`config.mk`:
```
export PLATFORM = sky130hd
export DESIGN_NAME = scalar_reg_arbiter
export DESIGN_NICKNAME = d
export VERILOG_FILES = /design/src/rtl/scalar_reg_arbiter.sv
export SDC_FILE = /design/constraint.sdc
export NUM_CORES = 1
export LEC_CHECK = 0
export CORE_MARGIN = 5
export CORE_UTILIZATION = 47
export CTS_CLUSTER_DIAMETER = 50
export CTS_CLUSTER_SIZE = 20
export DETAILED_ROUTE_END_ITERATION = 7
export HOLD_SLACK_MARGIN = 0.15
export MAX_ROUTING_LAYER = met4
export PLACE_DENSITY_LB_ADDON = 0.05
export SETUP_SLACK_MARGIN = 0.5
export SYNTH_ARGS = -nofsm -noshare
export SYNTH_HDL_FRONTEND = slang
export SYNTH_SLANG_ARGS = --single-unit
```
`constraint.sdc`:
```
create_clock -name clk -period 3.5 [get_ports clk]
set_input_delay 0.35 -clock clk [delete_from_list [all_inputs] [get_ports clk]]
set_output_delay 0.35 -clock clk [all_outputs]
set_load 0.02 [all_outputs]
```
`src/rtl/scalar_reg_arbiter.sv`:
```
// scalar_reg_arbiter: shares the single write port and single read port of
// scalar_regs among NUM_REQ requesters using two independent round-robin
// arbiters. Writes are registered one stage before reaching the register
// file. Read responses are registered, and an in-flight write to the same
// address is forwarded into the response.
module scalar_reg_arbiter #(
  parameter int WIDTH       = 16,
  parameter int NUM_SCALARS = 4,
  parameter int NUM_REQ     = 3,
  parameter int WADDR_W     = 4,
  parameter int RADDR_W     = 2
) (
  input  logic                         clk,
  input  logic                         rst_n,
  input  logic [NUM_REQ-1:0]           wr_valid,
  output logic [NUM_REQ-1:0]           wr_ready,
  input  logic [NUM_REQ*WADDR_W-1:0]   wr_addr,
  input  logic [NUM_REQ*WIDTH-1:0]     wr_data,
  input  logic [NUM_REQ-1:0]           rd_valid,
  output logic [NUM_REQ-1:0]           rd_ready,
  input  logic [NUM_REQ*RADDR_W-1:0]   rd_addr,
  output logic                         rsp_valid,
  output logic [$clog2(NUM_REQ)-1:0]   rsp_id,
  output logic [WIDTH-1:0]             rsp_data,
  output logic                         err_addr,
  output logic                         rf_we,
  output logic [WADDR_W-1:0]           rf_write_addr,
  output logic [WIDTH-1:0]             rf_write_data,
  output logic [RADDR_W-1:0]           rf_read_addr,
  input  logic [WIDTH-1:0]             rf_read_data
);

  localparam int ID_W = $clog2(NUM_REQ);

  // Round-robin pointers: the requester with highest priority next cycle
  logic [ID_W-1:0]    wr_ptr_q, rd_ptr_q;

  // Arbitration results
  logic               wr_found, rd_found;
  logic [ID_W-1:0]    wr_idx, rd_idx;
  logic [WADDR_W-1:0] wr_sel_addr;
  logic [WIDTH-1:0]   wr_sel_data;
  logic [RADDR_W-1:0] rd_sel_addr;
  int unsigned        wj, rj;

  // Write pipeline registers
  logic               rf_we_q;
  logic [WADDR_W-1:0] rf_write_addr_q;
  logic [WIDTH-1:0]   rf_write_data_q;
  logic               err_addr_q;
  logic               wr_in_range;

  // Read path registers
  logic [RADDR_W-1:0] rd_addr_q;
  logic               rsp_valid_q;
  logic [ID_W-1:0]    rsp_id_q;
  logic [WIDTH-1:0]   rsp_data_q;
  logic [WIDTH-1:0]   rsp_data_d;
  logic               wr_hs, rd_hs;

  function automatic logic [ID_W-1:0] ptr_after(input logic [ID_W-1:0] idx);
    if (32'(idx) == 32'(NUM_REQ - 1)) return '0;
    return idx + 1'b1;
  endfunction

  // Write arbiter: first valid requester at or after wr_ptr_q, with wrap
  always_comb begin
    wr_found    = 1'b0;
    wr_idx      = '0;
    wr_sel_addr = '0;
    wr_sel_data = '0;
    wj          = 0;
    for (int unsigned i = 0; i < NUM_REQ; i++) begin
      wj = (32'(wr_ptr_q) + i) % 32'(NUM_REQ);
      if (!wr_found && wr_valid[wj]) begin
        wr_found    = 1'b1;
        wr_idx      = ID_W'(wj);
        wr_sel_addr = wr_addr[wj*WADDR_W +: WADDR_W];
        wr_sel_data = wr_data[wj*WIDTH +: WIDTH];
      end
    end
  end

  // Read arbiter: same scheme with its own pointer
  always_comb begin
    rd_found    = 1'b0;
    rd_idx      = '0;
    rd_sel_addr = '0;
    rj          = 0;
    for (int unsigned i = 0; i < NUM_REQ; i++) begin
      rj = (32'(rd_ptr_q) + i) % 32'(NUM_REQ);
      if (!rd_found && rd_valid[rj]) begin
        rd_found    = 1'b1;
        rd_idx      = ID_W'(rj);
        rd_sel_addr = rd_addr[rj*RADDR_W +: RADDR_W];
      end
    end
  end

  // One-hot grants, suppressed while reset is asserted
  always_comb begin
    wr_hs    = rst_n && wr_found;
    rd_hs    = rst_n && rd_found;
    wr_ready = '0;
    rd_ready = '0;
    if (wr_hs) wr_ready[wr_idx] = 1'b1;
    if (rd_hs) rd_ready[rd_idx] = 1'b1;
  end

  // Read address to the register file and response data with write bypass
  always_comb begin
    wr_in_range  = 32'(wr_sel_addr) < 32'(NUM_SCALARS);
    rf_read_addr = rd_found ? rd_sel_addr : rd_addr_q;
    if (rf_we_q && (32'(rf_write_addr_q) == 32'(rf_read_addr)))
      rsp_data_d = rf_write_data_q;
    else
      rsp_data_d = rf_read_data;
  end

  // Arbiter pointers advance past the granted requester
  always_ff @(posedge clk) begin
    if (!rst_n) begin
      wr_ptr_q <= '0;
      rd_ptr_q <= '0;
    end else begin
      if (wr_hs) wr_ptr_q <= ptr_after(wr_idx);
      if (rd_hs) rd_ptr_q <= ptr_after(rd_idx);
    end
  end

  // Write stage: register granted write, flag out-of-range addresses
  always_ff @(posedge clk) begin
    if (!rst_n) begin
      rf_we_q         <= 1'b0;
      rf_write_addr_q <= '0;
      rf_write_data_q <= '0;
      err_addr_q      <= 1'b0;
    end else begin
      rf_we_q    <= wr_hs && wr_in_range;
      err_addr_q <= wr_hs && !wr_in_range;
      if (wr_hs) begin
        rf_write_addr_q <= wr_sel_addr;
        rf_write_data_q <= wr_sel_data;
      end
    end
  end

  // Read stage: hold last read address, register the response
  always_ff @(posedge clk) begin
    if (!rst_n) begin
      rd_addr_q   <= '0;
      rsp_valid_q <= 1'b0;
      rsp_id_q    <= '0;
      rsp_data_q  <= '0;
    end else begin
      rsp_valid_q <= rd_hs;
      if (rd_hs) begin
        rd_addr_q  <= rd_sel_addr;
        rsp_id_q   <= rd_idx;
        rsp_data_q <= rsp_data_d;
      end
    end
  end

  assign rf_we         = rf_we_q;
  assign rf_write_addr = rf_write_addr_q;
  assign rf_write_data = rf_write_data_q;
  assign err_addr      = err_addr_q;
  assign rsp_valid     = rsp_valid_q;
  assign rsp_id        = rsp_id_q;
  assign rsp_data      = rsp_data_q;

endmodule
```
Word level (Yosys, flattened, before mapping)
Index checks and enable logic that the tools add are counted.
W data, S select, Z words.
Operators by class
  multiplexer cells: 51
  divide/modulo/power cells: 6
  eq/ne operators: 3
  order comparisons: 11
  shift-type cells: 9
  reductions and logical operators: 16
  add/subtract/negate cells: 6
Operators by type and width (number)
  $lt A32 B3 Y1 const B: 6
  $shiftx A48 B33 Y16: 3
  $mod A32 B2 Y32 const B: 4
  $shiftx A12 B33 Y4: 3
  $shiftx A6 B33 Y2: 3
  $mod A2 B2 Y32 const B: 2
  $mux W16: 4
  $mux W2: 14
  $mux W1: 20
  $bmux W1 S2: 6
  $mux W4: 3
  $logic_and A1 B1 Y1: 11
  $add A2 B1 Y3 const B: 2
  $add A2 B2 Y3 const B: 2
  $lt A2 B3 Y1 const B: 2
  $mux W3: 2
  $logic_not A1 Y1: 5
  $add A2 B1 Y2 const B: 2
  $demux W1 S2: 2
  $eq A2 B2 Y1 const B: 2
  $eq A4 B2 Y1: 1
  $ge A2 B1 Y1 const B: 2
  $lt A4 B3 Y1 const B: 1
Word-level totals
  input bits: 90
  register bits after elaboration: 47
  logic and storage cells: 112

Depth between registers and ports, before layout
  word-level depth: 15
  depth in mapped cells: 13

Worst setup path before layout
Ideal clock, no wire load.
  path kind: register to register
  start: reg rd_ptr_q[1]
  end: reg rsp_data_q[10] (netlist: rsp_data[10])
  required time: 3.368 ns
  arrival time: 2.711 ns
  path slack: 0.656 ns
  cell stages (with the launch flop): 12
  cells stage by stage: dfxtp_1 inv_1 ha_1 nand2b_1 o32ai_2 a41oi_1 o311a_1 or3_4 o211ai_4 buf_12 mux2i_1 a21oi_1
Between the ends
  word-level cells in the longest chain between the ends: 14
Ends and longest elaborated chain
  start, declared: RTL line 36  | logic [ID_W-1:0] wr_ptr_q, rd_ptr_q;
  start signal, assigned: RTL line 127  | if (rd_hs) rd_ptr_q <= ptr_after(rd_idx);
  parallel branches: the longest is 14 deep, another holds $mod A32 B2 Y32
  end signal, assigned: RTL line 160  | rsp_data_q <= rsp_data_d;
  end, declared: RTL line 57  | logic [WIDTH-1:0] rsp_data_q;
Parallel ways; which one is timed is not known. The select of a mux whose other input is x is not followed.
A chain may end at the register's enable or synchronous reset.

Worst setup path in the final report
  start: reg wr_ptr_q[0]
  end: out wr_ready[0]
Between the ends
  word-level cells in the longest chain between the ends: 15
Ends and longest elaborated chain
  start, declared: RTL line 36
  start signal, assigned: RTL line 126  | if (wr_hs) wr_ptr_q <= ptr_after(wr_idx);
  parallel branches: the longest is 14 deep, another holds $mod A32 B2 Y32
  $mux W3 (*): RTL line 106  | if (wr_hs) wr_ready[wr_idx] = 1'b1;
  end, declared: RTL line 16  | output logic [NUM_REQ-1:0] wr_ready,
Every way passes the cells marked *. The select of a mux whose other input is x is not followed.

==> results.toml <==
[sta]
finalHoldViolCount = 0
worstMarginPinSlew_ps = 651
skew_ps = 7.23
finalSetupViolations = 0
fmax_ghz = 0.345
min_period_ps = 2900
rsz0062_at_grt = "yes"
slew_violations = 0
period_share_pct = 82.9
fin_tns_setup_ps = 0
slew_headroom_pct = 56.6

[global_route]
grt_pass1_wl_um = 21900
grt_pass1_vias = 4409
antenna_found_initial = 0
grt_max_degree = 40
track_usage_pct = 24.1
gr-total-overflow = 0

[clocking]
numCtsBuffers = 5
ctsRootBufferMaster = "clkbuf_8"
clock_latency_ps = 300
clockBufferDepth = 2
cts_sinks = 47
hold_buffers = 0
cts_tree = "yes"
clkTransAtPathRegs_ps = 100
htreeDepth = 2

[synth]
synthDistinctLibCells = 55
synth_area_mm2 = 0.00424
synthArstFlopShare_pct = 0
ys_seq_area_share_pct = 22.2
synth_edf_count = 0
synth_top_flop_cell = "dfxtp_1"
synth_area_per_cell_um2 = 7.26
syn_nets = 689
yosysTopAreaCellShare_pct = 22.2
synth_largest_area_cell = "dfxtp_1"
synth_warnings = 0
postSynthCellCount = 584
yosys_register_bits = 47
synth.top_cells.by_area = "dfxtp_1 (22%), mux2i_1 (19%), a21oi_1 (8.3%)"

[floorplanning]
num_rows = 34
die_x_um = 105
dieArea_mm2 = 0.0110
initial_core_util_pct = 48.4
io_pins = 139
core_area_mm2 = 0.00876
fp.dieH_um = 105

[min_path]
min-delay-path-class = "register to register"
min_to = "rsp_id[0]"
min_from = "rsp_id[0]"
holdPathStages = 2

[placement]
place_inst = 804
place.detailed.hpwl_um = 10400
placedInstanceArea_mm2 = 0.00572
io_buffers = 138
globalplace.congestion = 0.886

[cells_and_area]
layout_common_cells = "clkdlybuf4s50_1 (130), mux2i_1 (78), nand2_1 (76)"
fin_cells = 817
final_area_mm2 = 0.00593
nets = 813
final_common_cell = "clkdlybuf4s50_1"
synthToLayoutAreaGrowth_pct = 39.8
ff_latch_area_um2 = 951
drive_gt1_share_pct = 10.3
fin_util_pct = 67.6
multi_input_area_mm2 = 0.00309
diodes = 0
fill_cells = 755

[worst_setup_path]
endpoint_kind = "output pin"
cp-start-kind = "register"
crit_arrival_ps = 2550
ff2ff_setup_slack_ps = 650
crit_type = "register to output pin"
crit_path_max_fanout = 11
worst-r2r-cell-count = 11
r2r_end = "rsp_data[3]"
required_ps = 3150
r2r_start = "rd_ptr_q[0]"

[power_and_ir_drop]
ir_worst_vdd_v = 0.000173
p_total_mw = 2.07
cellPowerDensity_mw_per_mm2 = 349
p_leak_nw = 2.22

[drt]
wirelength_um = 14100
viasPerCell = 5.89
drc = 0
routedWlPerCell_um = 17.2
drt_iter0_markers = 253
antenna_left = 0
drt-pass1-iter-count = 5
num_vias = 4811

[job]
max_cap_viol_count = 0

[status]
status = "complete, no violations"
-- flip-flops by register name, indices dropped and copies added (netlist names) --
signal / cells
rf_write_data: 16
rsp_data: 16
rf_write_addr: 4
rd_addr_q: 2
rd_ptr_q: 2
rsp_id: 2
wr_ptr_q: 2
err_addr: 1
rf_we: 1
rsp_valid: 1
-- synthesized netlist by cell type (all sizes together) (2+ instances only) --
master / number
o211ai: 5
nor2: 63
buf: 19
a221o: 3
mux2i: 80
nand2: 76
o21ai: 67
nand2b: 11
inv: 10
nand3: 3
clkbuf: 31
nor2b: 11
o21a: 3
o311a: 2
or3: 2
a22oi: 3
nor4b: 4
dfxtp: 47
and3: 2
a221oi: 20
and3b: 3
ha: 15
nor3b: 2
mux2: 2
o22ai: 3
nor3: 3
or2: 2
and2: 3
a21oi: 70
and4b: 2
-- repair_timing --
item,in CTS,in global routing
resized for setup,32,17
pin swaps,1,1
setup buffers,3,2
endpoints found under the setup margin,24,24
endpoints found under the hold margin,0,0
-- critical path, stage by stage (launching register included) --
cell,delay [ps]
dfxtp_4,380
inv_2,110
ha_2,310
buf_4,190
a21oi_1,130
nor2_1,60
a221o_1,290
or3b_2,490
nor2b_2,150
buf_4,150
-- worst max-delay path by stage --
| stage | start | endpoint | slack (ps) |
|---|---|---|---|
| after floorplan | rd_ptr_q[1] | rsp_data[10] | 660 |
| after global placement | rd_ptr_q[1] | rsp_data[4] | 290 |
| after detailed placement | rd_ptr_q[1] | rsp_data[3] | 140 |
| after CTS | wr_ptr_q[1] | wr_ready[2] | 480 |
| after global routing | wr_ptr_q[0] | wr_ready[0] | 460 |
| final | wr_ptr_q[0] | wr_ready[0] | 600 |
-- through the flow --
stage	hold slack, ps	setup WS [ps]
2_1_floorplan	495	656
3_5_place_dp	464	143
6_report	478	598
5_1_grt	505	459
4_1_cts	479	476
3_3_place_gp	460	288
-- report_power, final --
group	internal [mW]	leakage, nW	total, mW	switching (mW)
registers	0.607	0.392	0.674	0.0671
logic	0.492	1.79	1.03	0.540
clock network	0.162	0.0474	0.360	0.198
-- layout make-up --
type                       count  area share (%)
tap                          108            2.28
clock buffer                   6            1.39
multi-input combinational    476            52.2
timing repair buffer         167            27.1
sequential                    47            16.0
clock inverter                 2           0.274
inverter                      11           0.696
-- cells by family after synthesis --
family          synth area share, %
simple gates                   21.0
compound gates                 26.5
mux                            19.5
buf+inv                        6.34
flops                          22.2
fa+ha+maj                      4.43
-- per-layer routing --
metal / GRT usage (%) / wire length (um)
met1: 32.4 / 6380
met5: - / 0
met2: 38.7 / 6500
met3: 4.01 / 1050
met4: 4.29 / 159
Power figures use the tool's default switching activity.
==> variant 1, RTL diff (same settings) <==
Register the output `err_addr` once more, with the module's reset; this adds one clock of latency there. The other outputs are not delayed to match.
--- a/src/rtl/scalar_reg_arbiter.sv
+++ b/src/rtl/scalar_reg_arbiter.sv
@@ -165,7 +165,13 @@
   assign rf_we         = rf_we_q;
   assign rf_write_addr = rf_write_addr_q;
   assign rf_write_data = rf_write_data_q;
-  assign err_addr      = err_addr_q;
+  always_ff @(posedge clk) begin
+    if (!rst_n) begin
+      err_addr <= '0;
+    end else begin
+      err_addr <= err_addr_q;
+    end
+  end
   assign rsp_valid     = rsp_valid_q;
   assign rsp_id        = rsp_id_q;
   assign rsp_data      = rsp_data_q;
Check against the original RTL: not equivalent (Yosys sat finds a counterexample within 4 cycles, from zero or initial values and one cycle with rst_n low).
==> variant 1 against the original RTL <==
  * Clock power grew 41%
  * Routed wire length grew 10%
  * Total power grew 11%
  * Area after synthesis grew 9.1%
  * Setup slack gained 0.040 ns
  * Cell area grew 7.5%
  * Worst hold slack lost 0.023 ns
  * Sequential cell count grew 1
  * Clock skew is essentially flat
  * Via count grew 6.8%
  * Fmax grew 1.4%
  * Critical path type unchanged
  * Critical endpoint is now rd_ready[1]
==> variant 1: results (changes against the original RTL) <==
| Metric | Value |
|---|---|
| Pin count of the biggest net entering global routing | 37 (-7.5%) |
| Worst Tran Pin Value | 0.876 ns (+0.225 ns) |
| Clk Latency, worst-skew pair | 0.32 ns (+0.02 ns) |
| CP arrival | 2.51 ns (-0.04 ns) |
| Mean Syn Cell Area | 7.42 um^2 (+2.3%) |
| DR WL/cell | 17.6 um (+2.2%) |
| Share of post-route cells with drive strength above 1 | 0.127 (+0.0239) |
| Commonest cells post-synth | nand2_1, mux2i_1, nor2_1 |
| Wl on met1 | 6840 um (+7.2%) |
| Status | complete, no violations |
| Post-DP HPWL | 11100 um (+7.3%) |
| Mapped Nets | 728 (+5.7%) |
| Depth of the most critical reg-to-reg path | 12 (+1) |
| Switch Pwr | 875 uW (+8.7%) |
| Global Route met1 Usage | 0.323 (-0.000806) |
| GR Layer Usage met2 | 0.444 (+0.0572) |
| CP startpoint | rd_ptr_q[0] |
| Post-layout nets | 853 (+4.9%) |
| Initial drt markers | 424 (+68%) |
| Post-synthesis sequential area ratio | 0.208 (-0.0142) |
| Crit Path Max Fanout | 12 (+1) |
| Global Route Usage Sum | 0.260 (+0.0183) |
| Setup crit end | rd_ready[1] |
| RR Endpoint | rf_write_addr[3] |
| Largest cells by area after synthesis | dfxtp_1, mux2i_1, nand2_1 |
| Met3 usage in global routing | 0.0332 (-0.00692) |
| Flop2flop setup slack | 0.67 ns (+0.02 ns) |
| DR WL met2 | 7730 um (+19%) |
| Gp weighted congestion | 0.898 (+1.3%) |
| Vias after detailed routing | 5139 (+6.8%) |
| Placed Cells | 866 (+7.7%) |
[variant 1: changes by cell type after synthesis, moves of 15 or more]
| cell | delta |
|---|---|
| nand2_1 | +28 |
| a21oi_1 | -19 |
| and2_1 | +19 |
| o21ai_0 | -17 |
| o221ai_1 | +17 |
| mux2i_1 | -15 |
[variant 1: critical path, cell delays in order (launching register included)]
cell	delay [ns]
dfxtp_2	0.38
inv_1	0.13
ha_4	0.25
clkbuf_4	0.20
o211ai_1	0.30
nand3_2	0.18
nor2_2	0.16
nand2_1	0.07
nor2_1	0.17
clkdlybuf4s15_1	0.33
[variant 1: worst min path at each step]
stage               start  endpoint  cells after the start  slack (ns)
2_1_floorplan  err_addr_q  err_addr                      1        0.41
3_5_place_dp   err_addr_q  err_addr                      1        0.43
5_1_grt        err_addr_q  err_addr                      1        0.48
4_1_cts        err_addr_q  err_addr                      1        0.45
6_report       err_addr_q  err_addr                      1        0.45
3_3_place_gp   err_addr_q  err_addr                      1        0.42
[variant 1: kinds of logic (layout without fill, tap and decap cells)]
| family | after synthesis | in the layout | synth area share |
|---|---|---|---|
| AND/OR/NAND/NOR | 231 | 231 | 0.228 |
| AO/OA/AOI/OAI | 189 | 189 | 0.284 |
| multiplexers | 73 | 73 | 0.169 |
| buffers and inverters | 65 | 191 | 0.0663 |
| flip-flops | 48 | 48 | 0.208 |
| adder cells (fa/ha/maj) | 17 | 17 | 0.0449 |
[variant 1: repair_timing]
action / in CTS / in global routing
pin swaps: 1 / 5
resized for setup: 25 / 17
endpoints found under the setup margin: 26 / 46
buffers inserted: 2 / 6
[variant 1: through the flow]
stage | util | power, uW | setup slack [ns] | cell area (um^2) | hold slack, ns
finish | 0.658 | 2280 | 0.638 | 6370 | 0.455
global route | 0.658 | 2400 | 0.431 | 6370 | 0.478
CTS | 0.653 | 2270 | 0.441 | 6330 | 0.454
detailed placement | 0.632 | 1750 | 0.223 | 6120 | 0.430
global placement | 0.632 | 1730 | 0.317 | 6120 | 0.418
floorplan | - | 1340 | 0.802 | 4630 | 0.412
[variant 1: power by group through the flow]
stage / registers [uW] / clock network, uW / logic [uW]
after CTS: 684 / 511 / 1070
after detailed placement: 696 / 0 / 1060
after floorplan: 746 / 0 / 589
after global routing: 695 / 531 / 1170
final: 686 / 509 / 1090
after global placement: 695 / 0 / 1040
[variant 1: final cells by class]
| type | count | area, um^2 |
|---|---|---|
| clock buffer | 5 | 68.8 |
| clock inverter | 3 | 68.8 |
| fill | 835 | 3310 |
| inverter | 12 | 45.0 |
| multi-input combinational | 510 | 3440 |
| sequential | 48 | 966 |
| tap | 133 | 166 |
| timing repair buffer | 171 | 1620 |
==> variant 2, RTL diff (same settings) <==
Without the edit above. `WIDTH`: 16 -> 20.
--- a/src/rtl/scalar_reg_arbiter.sv
+++ b/src/rtl/scalar_reg_arbiter.sv
@@ -4,7 +4,7 @@
 // file. Read responses are registered, and an in-flight write to the same
 // address is forwarded into the response.
 module scalar_reg_arbiter #(
-  parameter int WIDTH       = 16,
+  parameter int WIDTH       = 20,
   parameter int NUM_SCALARS = 4,
   parameter int NUM_REQ     = 3,
   parameter int WADDR_W     = 4,
Interface: changed (resized rf_read_data, rf_write_data, rsp_data and wr_data); port bits go from 139 to 163. The function was not compared with the original's and may differ.
==> variant 2 against the original RTL <==
  * Routed wire length is 56% higher
  * Synthesized cell count rose by 35%
  * Sequential cell count increased by 8
  * Non-clock buffer count up 54
  * Area after synthesis is 43% higher
  * Cell area increased by 46%
  * Total power grew to 3.1 times the old value
  * Setup slack got worse by 0.18 ns
  * Clock power rose by 49%
  * Critical endpoint is now rf_write_data[10]
  * Largest cell class unchanged
==> variant 2: results (changes against the original RTL) <==
| Metric | Value |
|---|---|
| Status | complete, no violations |
| Post-layout nets | 1074 (+32%) |
| Post-DP HPWL | 15800 um (+52%) |
| Largest cells by area after synthesis | dfxtp_1, mux2i_1, mux4_2 |
| Vias in the first global route | 6580 (+49%) |
| Area of placed instances | 7900 um^2 (+38%) |
| Hold_ws | 0.460 ns (-0.0186 ns) |
| Post-synthesis sequential area ratio | 0.181 (-0.0407) |
| Mapped Nets | 914 (+33%) |
| Setup Skew | 0.0114 ns (+0.00417 ns) |
| Lkg Pwr | 0.00319 uW (+44%) |
| Global Route Usage Sum | 0.280 (+0.0389) |
| Crit Path Max Fanout | 8 (-3) |
| Commonest cells post-synth | nand2_1, a21oi_1, mux2i_1 |
| Filler instances | 1040 (+38%) |
| Flop2flop setup slack | 0.41 ns (-0.24 ns) |
| Max VDD drop | 1.51 mV (+770%) |
| Mean Syn Cell Area | 7.72 um^2 (+6.3%) |
| Share of post-route cells with drive strength above 1 | 0.205 (+0.102) |
| Netlist cell types | 74 (+35%) |
| Worst Tran Pin Value | 0.733 ns (+0.0822 ns) |
| IO Port Bufs | 162 (+17%) |
| Depth of the most critical reg-to-reg path | 17 (+6) |
| Pin count of the biggest net entering global routing | 88 (+120%) |
| Global-route wire length before repair | 33600 um (+53%) |
| DR WL/cell | 19.6 um (+14%) |
| CP arrival | 3.33 ns (+0.78 ns) |
| Initial drt markers | 628 (+150%) |
| Gp weighted congestion | 0.910 (+2.7%) |
| Root Driver | clkbuf_16 |
| Pre-CTS WS | 0.240 ns (+0.0973 ns) |
==> variant 2: changes by cell type in the layout (fill, tap and decap cells not counted), sizes merged, moves of 9 or more <==
| cell | unedited run | this run |
|---|---|---|
| and2 | 3 | 28 |
| nand3 | 3 | 22 |
| mux4 | 0 | 21 |
| clkdlybuf4s50 | 130 | 153 |
| inv | 10 | 32 |
| nor2 | 63 | 51 |
| a311o | 0 | 20 |
| o22ai | 3 | 17 |
| mux2i | 80 | 71 |
| buf | 32 | 60 |
| a31oi | 1 | 13 |
| nand2 | 76 | 94 |
==> variant 2: area by class of cell <==
| class | count | area, um^2 | share of cell area |
|---|---|---|---|
| well taps | 172 | 215 | 0.0248 |
| inverters | 31 | 124 | 0.0143 |
| multi-input cells | 633 | 4960 | 0.572 |
| clock inverters | 3 | 27.5 | 0.00318 |
| clock buffers | 5 | 125 | 0.0144 |
| repair buffers | 221 | 2100 | 0.242 |
| flip-flops and latches | 55 | 1120 | 0.129 |
==> variant 2: worst max-delay path by stage <==
stage	from	end	slack, ns	cells past startpoint
final	wr_ptr_q[1]	rf_write_data[10]	0.41	17
after global placement	wr_ptr_q[1]	wr_ready[2]	0.28	11
after global routing	wr_ptr_q[1]	rf_write_data[10]	0.26	17
after floorplan	wr_ptr_q[0]	rf_write_data[11]	0.47	15
after CTS	wr_ptr_q[1]	wr_ready[2]	0.41	11
after detailed placement	rd_ptr_q[0]	rf_read_addr[0]	0.24	9
==> variant 2: power breakdown <==
group,switching (uW),internal (uW)
clock,264,274
sequential,177,784
combinational,2640,2190
total,3080,3250
==> variant 2: critical path, cell delays in order (launching register included) <==
cell and delay (ns):
dfxtp_4 0.43, inv_4 0.08, ha_4 0.27, nor2b_4 0.15, nand2_2 0.08, xor2_1 0.20
nand2_1 0.10, fa_2 0.39, xor2_4 0.18, buf_6 0.13, xnor2_4 0.18, nand2_2 0.11
nor3_4 0.27, buf_6 0.19, a22oi_2 0.05, o21ai_1 0.08, a21oi_1 0.05, nor2_1 0.07
==> variant 2: metal layers <==
metal | vias to the layer above | global-route usage | wire length [um]
li1 | 3241 | - | -
met1 | 3217 | 0.363 | 9100
met2 | 366 | 0.448 | 10400
met3 | 63 | 0.0336 | 1770
met4 | 0 | 0.109 | 722
met5 | - | - | 0
==> variant 2: repair_timing <==
item                                    4_1_cts  5_1_grt
gates resized for setup                      44       76
pin swaps                                    15       36
setup buffers                                11       15
hold endpoints to repair                      0        0
gates cloned                                  0        1
endpoints found under the setup margin       49       53
==> variant 2: cell families after synthesis <==
family                   after synthesis  share of synthesized area
AO/OA/AOI/OAI                        257                      0.276
XOR/XNOR                               8                     0.0128
adder cells (fa/ha/maj)               21                     0.0457
buffers and inverters                 99                     0.0739
flip-flops                            55                      0.181
multiplexers                         100                      0.210
AND/OR/NAND/NOR                      247                      0.201
